## src/rtl/cpu_run_controller_pkg.sv

```systemverilog
// Shared definitions for the CPU run controller.
//   run_state_t : controller state encoding (RUN / HALT / STEP)
//   TICK_W      : width of the issued-tick counter
package cpu_run_controller_pkg;

   typedef enum logic [1:0] {
      ST_RUN  = 2'd0,
      ST_HALT = 2'd1,
      ST_STEP = 2'd2
   } run_state_t;

   localparam int TICK_W = 16;

endpackage

```

## src/rtl/cpu_run_controller_button_debouncer.sv

```systemverilog
// Button conditioning: 2-flop synchronizer, polarity normalisation and a
// stability counter, plus single-cycle edge events on the debounced level.
// Ports:
//   clk, reset   : system clock, synchronous active-high reset
//   button       : raw asynchronous button pin
//   pressed      : debounced level, 1 = pressed regardless of pin polarity
//   press_evt    : one cycle, first cycle that pressed reads 1
//   release_evt  : one cycle, first cycle that pressed reads 0
module button_debouncer #(
   parameter int DEBOUNCE_CYCLES   = 8,
   parameter int BUTTON_ACTIVE_LOW = 1
) (
   input  logic clk,
   input  logic reset,
   input  logic button,
   output logic pressed,
   output logic press_evt,
   output logic release_evt
);

   localparam int CW = $clog2(DEBOUNCE_CYCLES);
   localparam logic [CW-1:0] CNT_LAST = CW'(DEBOUNCE_CYCLES - 1);
   localparam logic RELEASED = (BUTTON_ACTIVE_LOW != 0);

   logic          sync_a;
   logic          sync_b;
   logic          sampled;
   logic [CW-1:0] stable_cnt;

   // XOR with the idle pin level turns the pin into "pressed = 1".
   assign sampled = sync_b ^ RELEASED;

   always_ff @(posedge clk) begin
      if (reset) begin
         sync_a      <= RELEASED;
         sync_b      <= RELEASED;
         pressed     <= 1'b0;
         stable_cnt  <= '0;
         press_evt   <= 1'b0;
         release_evt <= 1'b0;
      end else begin
         sync_a      <= button;
         sync_b      <= sync_a;
         press_evt   <= 1'b0;
         release_evt <= 1'b0;
         if (sampled != pressed) begin
            // Accept the new level on the Nth consecutive disagreeing sample;
            // the event is registered alongside the level so both appear together.
            if (stable_cnt == CNT_LAST) begin
               pressed     <= sampled;
               stable_cnt  <= '0;
               press_evt   <= sampled;
               release_evt <= ~sampled;
            end else begin
               stable_cnt <= stable_cnt + 1'b1;
            end
         end else begin
            stable_cnt <= '0;
         end
      end
   end

endmodule

```

## src/rtl/cpu_run_controller.sv

```systemverilog
// CPU run controller: turns one user button into a CPU clock-enable with
// RUN (divided rate), HALT and single-STEP modes.
// Ports:
//   clk, reset    : system clock, synchronous active-high reset
//   i_button      : raw button pin
//   o_cpu_en      : registered one-cycle CPU clock-enable pulse
//   o_halted      : 1 in HALT and STEP
//   o_pressed     : debounced pressed level
//   o_tick_count  : count of o_cpu_en pulses, wraps
//
// state   | meaning
// --------+-----------------------------------------------------------
// ST_RUN  | divider free-runs, pulse every DIV cycles; release halts
// ST_HALT | no pulses; short press steps, long press resumes RUN
// ST_STEP | single pulse cycle, then back to HALT
module cpu_run_controller
   import cpu_run_controller_pkg::*;
#(
   parameter int DIV               = 4,
   parameter int DEBOUNCE_CYCLES   = 8,
   parameter int LONG_CYCLES       = 32,
   parameter int BUTTON_ACTIVE_LOW = 1,
   parameter int START_RUN         = 1
) (
   input  logic              clk,
   input  logic              reset,
   input  logic              i_button,
   output logic              o_cpu_en,
   output logic              o_halted,
   output logic              o_pressed,
   output logic [TICK_W-1:0] o_tick_count
);

   localparam int DW = $clog2(DIV);
   localparam int HW = $clog2(LONG_CYCLES);
   localparam logic [DW-1:0] DIV_LAST  = DW'(DIV - 1);
   localparam logic [HW-1:0] HOLD_LAST = HW'(LONG_CYCLES - 1);
   localparam run_state_t    ST_INIT   = (START_RUN != 0) ? ST_RUN : ST_HALT;

   run_state_t    state;
   run_state_t    state_next;
   logic [DW-1:0] div_cnt;
   logic [HW-1:0] hold_cnt;
   logic          long_fired;
   logic          resume_hold;
   logic          press_evt;
   logic          release_evt;
   logic          long_evt;
   logic          div_tc;
   logic          cpu_en_next;

   button_debouncer #(
      .DEBOUNCE_CYCLES   (DEBOUNCE_CYCLES),
      .BUTTON_ACTIVE_LOW (BUTTON_ACTIVE_LOW)
   ) u_debouncer (
      .clk         (clk),
      .reset       (reset),
      .button      (i_button),
      .pressed     (o_pressed),
      .press_evt   (press_evt),
      .release_evt (release_evt)
   );

   assign long_evt = o_pressed && (hold_cnt == HOLD_LAST) && !long_fired;
   assign div_tc   = (div_cnt == DIV_LAST);

   always_ff @(posedge clk) begin
      if (reset) begin
         state    <= ST_INIT;
         o_cpu_en <= 1'b0;
      end else begin
         state    <= state_next;
         o_cpu_en <= cpu_en_next;
      end
   end

   always_comb begin
      state_next = state;
      case (state)
         ST_RUN: begin
            // The release that ends a resuming long press must not halt again.
            if (release_evt && !resume_hold) state_next = ST_HALT;
         end
         ST_HALT: begin
            if (long_evt)                          state_next = ST_RUN;
            else if (release_evt && !long_fired)   state_next = ST_STEP;
         end
         ST_STEP: state_next = ST_HALT;
         default: state_next = ST_INIT;
      endcase
   end

   always_comb begin
      o_halted    = (state != ST_RUN);
      // A terminal count coinciding with a halting release still pulses.
      cpu_en_next = ((state == ST_RUN) && div_tc) ||
                    ((state == ST_HALT) && release_evt && !long_fired);
   end

   always_ff @(posedge clk) begin
      if (reset) begin
         div_cnt      <= '0;
         hold_cnt     <= '0;
         long_fired   <= 1'b0;
         resume_hold  <= 1'b0;
         o_tick_count <= '0;
      end else begin
         // Divider only advances while staying in RUN, so every RUN entry starts at 0.
         if ((state == ST_RUN) && (state_next == ST_RUN))
            div_cnt <= div_tc ? '0 : div_cnt + 1'b1;
         else
            div_cnt <= '0;

         if (!o_pressed)
            hold_cnt <= '0;
         else if (hold_cnt != HOLD_LAST)
            hold_cnt <= hold_cnt + 1'b1;

         if (release_evt || press_evt)
            long_fired <= 1'b0;
         else if (long_evt)
            long_fired <= 1'b1;

         if (release_evt)
            resume_hold <= 1'b0;
         else if ((state == ST_HALT) && long_evt)
            resume_hold <= 1'b1;

         o_tick_count <= o_tick_count + {{(TICK_W-1){1'b0}}, o_cpu_en};
      end
   end

endmodule
```

## config.mk

```make
export PLATFORM = sky130hd
export DESIGN_NAME = cpu_run_controller
export DESIGN_NICKNAME = d
export VERILOG_FILES = /design/src/rtl/cpu_run_controller_pkg.sv /design/src/rtl/cpu_run_controller_button_debouncer.sv /design/src/rtl/cpu_run_controller.sv
export SDC_FILE = /design/constraint.sdc
export NUM_CORES = 1
export LEC_CHECK = 0
export ABC_AREA = 1
export CORE_ASPECT_RATIO = 1.4
export CORE_UTILIZATION = 45
export DETAILED_ROUTE_END_ITERATION = 6
export GPL_ROUTABILITY_DRIVEN = 0
export PLACE_DENSITY = 0.74
export SLEW_MARGIN = 10
export SYNTH_ARGS = -nofsm -noshare
export SYNTH_HDL_FRONTEND = slang
export SYNTH_SLANG_ARGS = --single-unit
```

## constraint.sdc

```tcl
create_clock -name clk -period 3 [get_ports clk]
set_input_delay 0.75 -clock clk [delete_from_list [all_inputs] [get_ports clk]]
set_output_delay 0.75 -clock clk [all_outputs]
set_load 0.01 [all_outputs]
```

==> results of run 1 <==
## critical path, stage by stage (launching register included)
cell and delay (ns):
dfxtp_1 0.31, inv_1 0.07, nand2_1 0.09, clkdlybuf4s50_1 0.53
## power breakdown
group          internal, mW  total [mW]  switching (mW)
sequential            0.484       0.487         0.00282
clock                 0.293       0.461           0.167
combinational        0.0111      0.0249          0.0138
## cell type report
class	count	area share, %
tap	39	2.53
clock buffer	7	4.99
sequential	36	37.3
inverter	31	6.02
timing repair buffer	21	10.9
clock inverter	1	1.55
multi-input combinational	136	36.7
## layer usage
| metal | up-vias | wire length, um | GRT usage, % |
|---|---|---|---|
| met5 | - | 0 | 0 |
| met1 | 577 | 1160 | 16.7 |
| met2 | 22 | 1530 | 33.8 |
| met4 | 0 | 63 | 9.01 |
| met3 | 8 | 100 | 6.58 |
| li1 | 693 | - | - |
## worst paths after layout
check,start,to,depth (start not counted)
worst min register to register,u_debouncer.press_evt,long_fired,1
worst max register to register,hold_cnt[0],div_cnt[1],9
worst min-delay path,u_debouncer.press_evt,long_fired,1
worst max-delay path,state[0],o_halted,3
## cells by family (layout without fill, tap and decap cells)
group,count (synthesis),count (layout),share of synthesized area (%)
AND/OR/NAND/NOR,103,103,30.6
flip-flops,36,36,46.3
buffers and inverters,33,60,8.04
AO/OA/AOI/OAI,23,23,7.72
adder cells (fa/ha/maj),7,7,5.63
XOR/XNOR,3,3,1.69
## cell usage in the layout (no fill, tap or decap), drive strengths merged, types with 2 or more instances in the layout
cell type / synthesis / routed
nand2: 41 / 41
nor2: 40 / 40
dfxtp: 36 / 36
inv: 31 / 31
clkdlybuf4s50: 0 / 21
a21oi: 14 / 14
nand3: 9 / 9
ha: 7 / 7
clkbuf: 1 / 7
o21ai: 7 / 7
nor3: 5 / 5
or2: 3 / 3
xor2: 2 / 2
nand3b: 2 / 2
nand4: 2 / 2
## sequential cells by signal, summed over array words and instances (netlist names)
signal,count
div_cnt,2
o_cpu_en,1
hold_cnt,5
u_debouncer.press_evt,1
u_debouncer.sync_b,1
u_debouncer.pressed,1
resume_hold,1
state,2
u_debouncer.stable_cnt,3
o_tick_count,16
long_fired,1
u_debouncer.sync_a,1
u_debouncer.release_evt,1
## stage by stage
stage / hold slack [ns] / worst slack [ns] / utilization [%]
6_report: 0.386 / 0.955 / 60.1
5_1_grt: 0.426 / 0.885 / 60.1
4_1_cts: 0.386 / 0.926 / 60.1
3_5_place_dp: 0.388 / 0.753 / 56.2
3_3_place_gp: 0.385 / 0.814 / 56.2
2_1_floorplan: 0.376 / 1.57 / -
==> flow_summary.toml, run 1 <==
[drt]
via_count = 1300
wirelength_mm = 2.85
dr.pass1.iters = 4
drc = 0
drt_iter0_drc = 30
routedWlPerCell_um = 10.5
antenna_left = 0
avgViaCountPerCell = 4.80

[clock_network]
clock_latency_ns = 0.29
clock_sinks = 36
cts_buffers = 5
cts_root_buffer = "clkbuf_8"
tritoncts = "yes"
hold_buffers = 0
clk_path_buf_depth = 2
post_cts_buffers = 0
post_cts_resized = 0
htreeDepth = 2
path_clk_slew_ns = 0.07

[grt]
grt_max_degree = 18
antenna_found_initial = 0
grt_pass1_vias = 1234
grt_pass1_wl_mm = 4.85
gr-total-overflow = 0
grt_util_all_layers_pct = 18.2

[logic_synthesis]
synth-async-reset-ratio_pct = 0
netlist.area_leader.share_pct = 46.3
synth_edf_count = 0
synth.top_cells.by_area = "dfxtp_1 46%, nand2_1 9.2%, nor2_1 8.2%"
synth_cells = 205
ys_seq_elements = 36
yosys_warnings = 0
synthMostInstantiatedCell = "nand2_1"
ys_types = 25
netlist_top_cells_count = "38 x nand2_1, 36 x dfxtp_1, 34 x nor2_1"
yosys.area.top_type = "dfxtp_1"
syn_avg_cell_area_sq_um = 7.59
ys_seq_area_share_pct = 46.3
syn-num-nets = 215
ys.flop_type = "dfxtp_1"
syn_area_sq_um = 1560

[outcome]
status = "finished clean"

[power_and_ir_drop]
ir_drop_mv = 0.398
total_leakage_power_nw = 0.750
powerDensity_nw_per_um2 = 503
total_power_uw = 972

[final_layout]
diodes = 0
final_cells = 271
nFillCells = 298
seq_area_sq_um = 721
syn2layout_area_growth_pct = 24.2
layout-drive-gt1-share_pct = 9.05
multi_input_area_sq_um = 709
layout.nets = 241
final_cell_area_sq_um = 1930

[critical_path]
cp.arrival_ns = 1.30
cp_max_fo = 5
critPathKind = "flip-flop to output port"
required_ns = 2.25
cp-end-kind = "output port"
r2r_setup_slack_ns = 1.30
cp-start-kind = "flip-flop"

[timing]
tns_ns = 0
fmax_ghz = 0.489
finalMaxSlewViolations = 0
hold_viol = 0
rsz0062_at_grt = "false"
setup_viol = 0
maxSlewHeadroom_pct = 61.8
worstMarginPinSlew_ns = 0.571
finClkSkew_ns = 0.00625
period_share_pct = 68.2
min_period_ns = 2.05

[die]
die_area_sq_um = 3700
initial_core_util_pct = 48.4
core-area_sq_um = 3210
die_h_um = 71.6
die_w_um = 51.7
core.rowCount = 24
ios = 22

[placement]
dpl_cell_area_sq_um = 1810
port_buffers = 21
dp_hpwl_mm = 2.05
dp.cells = 263

[run]
cap_violations = 0

[min_path]
hold_class = "flip-flop to flip-flop"
(Power assumes the default switching activity.)
==> inputs of run 2 (changes only) <==
clock period = 1.9 ns   (was 3 ns; I/O delays follow)
==> run 2 against run 1 <==
Cell area shrank 1.4%. Hold slack gained 0.0014 ns. First-iteration DRC count grew 20%. Utilization shrank 0.82 points. Critical path depth is the same. Clock-buffer cell count shrank 1. Critical path type unchanged. Highest routed layer unchanged.
==> flow_summary.toml, run 2 (same netlist as run 1, synthesis figures left out) <==
[grt]
grt_pass1_wl_mm = 4.83
use_met2_pct = 33.5
antenna_found_initial = 0
gr-usage-met3_pct = 6.37
busiest_layer = "met2"
gr-total-overflow = 0
met1_usage_pct = 17.2
grt_max_degree = 11
grt_pass1_vias = 1207
grt_util_all_layers_pct = 17.8

[critical_path]
crit_family = "buffers and inverters"
cp.arrival_ns = 1.30
cp-start-kind = "flip-flop"
path_cells = "inv_1 > nand2_1 > clkdlybuf4s50_1"
setup.worst_path.end = "o_halted"
r2r_setup_slack_ns = 0.23
reg2reg_depth = 9
cp_num_cells = 3
setup.worst_path.start = "state[0]"
r2r_start = "hold_cnt[0]"
slowest_stage = "clkdlybuf4s50_1"
critPathKind = "flip-flop to output port"
worst_path_largest_cell_delay_ns = 0.54
reg2reg_to = "div_cnt[0]"
cp_max_fo = 5
required_ns = 1.42
crit_buf_inv = 2
cp-end-kind = "output port"

[power_and_ir_drop]
p_int_mw = 1.03
swShare_pct = 21.2
p_sw_uw = 278
pwr-share-comb_pct = 3.2
powerDensity_nw_per_um2 = 688
clkPwrFrac_pct = 38.2
ir_drop_mv = 0.713
power_frac_seq_pct = 58.6
total_leakage_power_nw = 0.741
total_power_mw = 1.31

[timing]
tns_ns = 0
fmax_ghz = 0.562
finClkSkew_ns = 0.00333
period_share_pct = 93.6
setup_viol = 0
finalMaxSlewViolations = 0
min_period_ns = 1.78
rsz0062_at_grt = "false"
maxSlewHeadroom_pct = 82.5
worstMarginPinSlew_ns = 0.262
hold_viol = 0

[drt]
drt_iter0_drc = 36
antenna_left = 0
avgViaCountPerCell = 4.87
via_count = 1330
drc = 0
routedWlPerCell_um = 10.1
wirelength_mm = 2.76
dr.pass1.iters = 4

[die]
die_w_um = 51.7
core.rowCount = 24
core-area_sq_um = 3210
ios = 22
die_h_um = 71.6
die_area_sq_um = 3700
initial_core_util_pct = 48.4

[clock_network]
post_cts_buffers = 0
hold_buffers = 0
post_cts_resized = 0
clock_latency_ns = 0.28
tritoncts = "yes"
clock_sinks = 36
htreeDepth = 2
cts_buffers = 5
path_clk_slew_ns = 0.07
cts_root_buffer = "clkbuf_8"
clk_path_buf_depth = 2

[final_layout]
diodes = 0
layout_commonest_cell = "nand2_1"
layout-drive-gt1-share_pct = 9.40
seq_area_sq_um = 721
largest_reg_flops = 16
nFillCells = 305
syn2layout_area_growth_pct = 22.5
largest_register = "o_tick_count"
reg_top3 = "o_tick_count: 16 flops, hold_cnt: 5 flops, u_debouncer.stable_cnt: 3 flops"
multi_input_area_sq_um = 709
layout.cells.most_common_list = "38 x nand2_1, 36 x dfxtp_1, 34 x nor2_1"
layout.nets = 244

[placement]
dp_hpwl_mm = 2.13
port_buffers = 21

[min_path]
hold_class = "flip-flop to flip-flop"

[run]
cap_violations = 0

[outcome]
status = "finished clean"
-- run 2: worst min-delay path by stage --
stage                                      from    endpoint  slack [ns]  cells after the start
after global routing      u_debouncer.press_evt  long_fired        0.43                      1
after global placement    u_debouncer.press_evt  long_fired        0.38                      1
after detailed placement  u_debouncer.press_evt  long_fired        0.38                      1
after floorplan           u_debouncer.press_evt  long_fired        0.38                      1
final                     u_debouncer.press_evt  long_fired        0.39                      1
after CTS                 u_debouncer.press_evt  long_fired        0.39                      1
-- run 2: worst reg2reg max path, cell delays in order (launching register included) --
cell,delay [ns]
dfxtp_1,0.37
ha_1,0.18
inv_1,0.06
nor2_1,0.12
ha_1,0.27
nand2_1,0.10
nor2_1,0.17
nand3b_1,0.16
nand3_1,0.10
nor2_1,0.09
-- run 2: metal layers --
metal  up-vias  routed length (um)
li1        699                   -
met5         -                   0
met1       605                1110
met4         0                  45
met2        20                1510
met3         6                  92
-- run 2: through the flow --
step                      std cells  hold WS, ns  area, sq um  setup slack [ns]  utilization (%)
after floorplan                 205        0.376         1560             0.468                -
after global placement          266        0.381         1830             0.242             56.9
after detailed placement        266        0.380         1830             0.231             56.9
after CTS                       273        0.388         1910             0.102             59.3
after global routing            273        0.432         1910            0.0370             59.3
final                           273        0.387         1910             0.122             59.3
-- run 2: power by group through the flow --
stage	clock, mW	sequential [mW]	combinational, mW
after global placement	0	0.786	0.0416
after global routing	0.560	0.769	0.0472
final	0.501	0.769	0.0418
after detailed placement	0	0.786	0.0430
after CTS	0.520	0.769	0.0432
after floorplan	0	0.786	0.0261
-- run 2: final cells by class --
| cell class | instances | area share [%] |
|---|---|---|
| inverter | 31 | 6.11 |
| sequential | 36 | 37.8 |
| multi-input combinational | 136 | 37.2 |
| tap | 39 | 2.56 |
| timing repair buffer | 24 | 12.2 |
| clock inverter | 1 | 0.263 |
| clock buffer | 6 | 3.81 |
==> inputs of run 3 (changes only) <==
CORE_UTILIZATION = 50   (was 45)
PLACE_DENSITY = 0.8   (was 0.74)
==> run 3 against run 2 <==
Clock power up 10%. First-iteration DRC count decreased by 31%. Utilization is 6.3 points higher. Routed wire length rose by 1.1%. Maximum frequency up 0.12%. Cell area grew 0.13%. Final cell count fell by 0.73%.
==> flow_summary.toml, run 3 (same netlist as run 1, synthesis figures left out) <==
[outcome]
status = "finished clean"

[final_layout]
reg_top3 = "o_tick_count: 16 flops, hold_cnt: 5 flops, u_debouncer.stable_cnt: 3 flops"
nFillCells = 285
final_cell_area_sq_um = 1910
syn2layout_area_growth_pct = 22.7
diodes = 0
layout.nets = 243
layout.cells.most_common_list = "38 x nand2_1, 36 x dfxtp_1, 34 x nor2_1"
seq_area_sq_um = 721
largest_reg_flops = 16
largest_register = "o_tick_count"
layout_commonest_cell = "nand2_1"
multi_input_area_sq_um = 709
layout-drive-gt1-share_pct = 8.97
finish.utilization_pct = 65.6

[drt]
dr.pass1.iters = 4
met2RoutedLength_mm = 1.46
wl_met1_mm = 1.17
wirelength_mm = 2.79
drt_iter0_drc = 25
top_layer = "met4"
drc = 0
routedWlPerCell_um = 10.3
antenna_left = 0
via_count = 1274
wl_met3_um = 88
avgViaCountPerCell = 4.70

[die]
die_h_um = 68.0
die_w_um = 49.1
die_area_sq_um = 3340
core-area_sq_um = 2910
core.rowCount = 23
initial_core_util_pct = 53.5
ios = 22

[critical_path]
r2r_start = "hold_cnt[0]"
reg2reg_depth = 9
cp_max_fo = 5
cp.arrival_ns = 1.30
required_ns = 1.42
setup.worst_path.end = "o_halted"
path_cells = "inv_1 > nand2_1 > clkdlybuf4s50_1"
slowest_stage = "clkdlybuf4s50_1"
setup.worst_path.start = "state[0]"
cp-end-kind = "output port"
worst_path_largest_cell_delay_ns = 0.54
reg2reg_to = "div_cnt[1]"
critPathKind = "flip-flop to output port"
r2r_setup_slack_ns = 0.32
cp-start-kind = "flip-flop"

[grt]
grt_pass1_vias = 1275
grt_util_all_layers_pct = 20.4
gr-total-overflow = 0
grt_pass1_wl_mm = 4.96
antenna_found_initial = 0
grt_max_degree = 11

[clock_network]
path_clk_slew_ns = 0.07
clk_path_buf_depth = 2
cts_root_buffer = "clkbuf_8"
clock_latency_ns = 0.29
clock_sinks = 36
cts_buffers = 5
post_cts_buffers = 0
tritoncts = "yes"
post_cts_resized = 0
htreeDepth = 2
hold_buffers = 0

[timing]
fmax_ghz = 0.563
maxSlewHeadroom_pct = 82.6
period_share_pct = 93.5
setup_viol = 0
rsz0062_at_grt = "false"
finalMaxSlewViolations = 0
hold_viol = 0
layout_setup_ws_ns = 0.124
tns_ns = 0
finClkSkew_ns = 0.00768
min_period_ns = 1.78
worstMarginPinSlew_ns = 0.261

[power_and_ir_drop]
ir_drop_mv = 0.579
powerDensity_nw_per_um2 = 714
total_leakage_power_nw = 0.740

[placement]
dp_hpwl_mm = 2.14
port_buffers = 21
place_ws_ns = 0.246
dpl_cell_area_sq_um = 1820

[min_path]
min_from = "u_debouncer.press_evt"
hold_class = "flip-flop to flip-flop"

[run]
cap_violations = 0
==> run 3: changes by cell type in the layout (fill, tap and decap cells not counted), sizes merged <==
cell,change
clkbuf,+2
buf,-1
clkinv,-1
==> run 3: routing by layer <==
metal | vias up | global-route usage, %
met5 | - | 0
met2 | 21 | 37.7
met4 | 0 | 15.4
met3 | 5 | 5.33
li1 | 692 | -
met1 | 556 | 19.5
==> run 3: worst min-delay path by stage <==
| stage | to | slack (ns) | depth (start not counted) |
|---|---|---|---|
| global placement | long_fired | 0.38 | 1 |
| finish | long_fired | 0.39 | 1 |
| floorplan | long_fired | 0.38 | 1 |
| global route | long_fired | 0.42 | 1 |
| detailed placement | long_fired | 0.39 | 1 |
| CTS | long_fired | 0.39 | 1 |
==> run 3: per-stage QoR <==
step / hold slack (ns) / power, mW / instances
final: 0.385 / 1.36 / 271
after floorplan: 0.376 / 0.812 / 205
after global routing: 0.421 / 1.42 / 271
after detailed placement: 0.386 / 0.828 / 263
after global placement: 0.383 / 0.827 / 263
after CTS: 0.388 / 1.39 / 271
==> run 3: cell type report <==
| type | count | area share, % |
|---|---|---|
| flip-flops and latches | 36 | 37.8 |
| inverters | 31 | 6.10 |
| multi-input cells | 136 | 37.2 |
| repair buffers | 23 | 11.8 |
| clock buffers | 8 | 4.72 |
| well taps | 37 | 2.43 |
==> run 3: where the power goes <==
part | internal [mW] | total, mW | leakage (nW) | switching (mW)
logic | 0.0201 | 0.0418 | 0.404 | 0.0217
clock network | 0.296 | 0.553 | 0.0455 | 0.257
registers | 0.764 | 0.768 | 0.291 | 0.00419
==> run 3: critical path, delay by kind of cell, from the launching register on <==
kind / cells / cell delay (ns)
simple gates: 1 / 0.10
buf+inv: 2 / 0.61
flops: 1 / 0.31
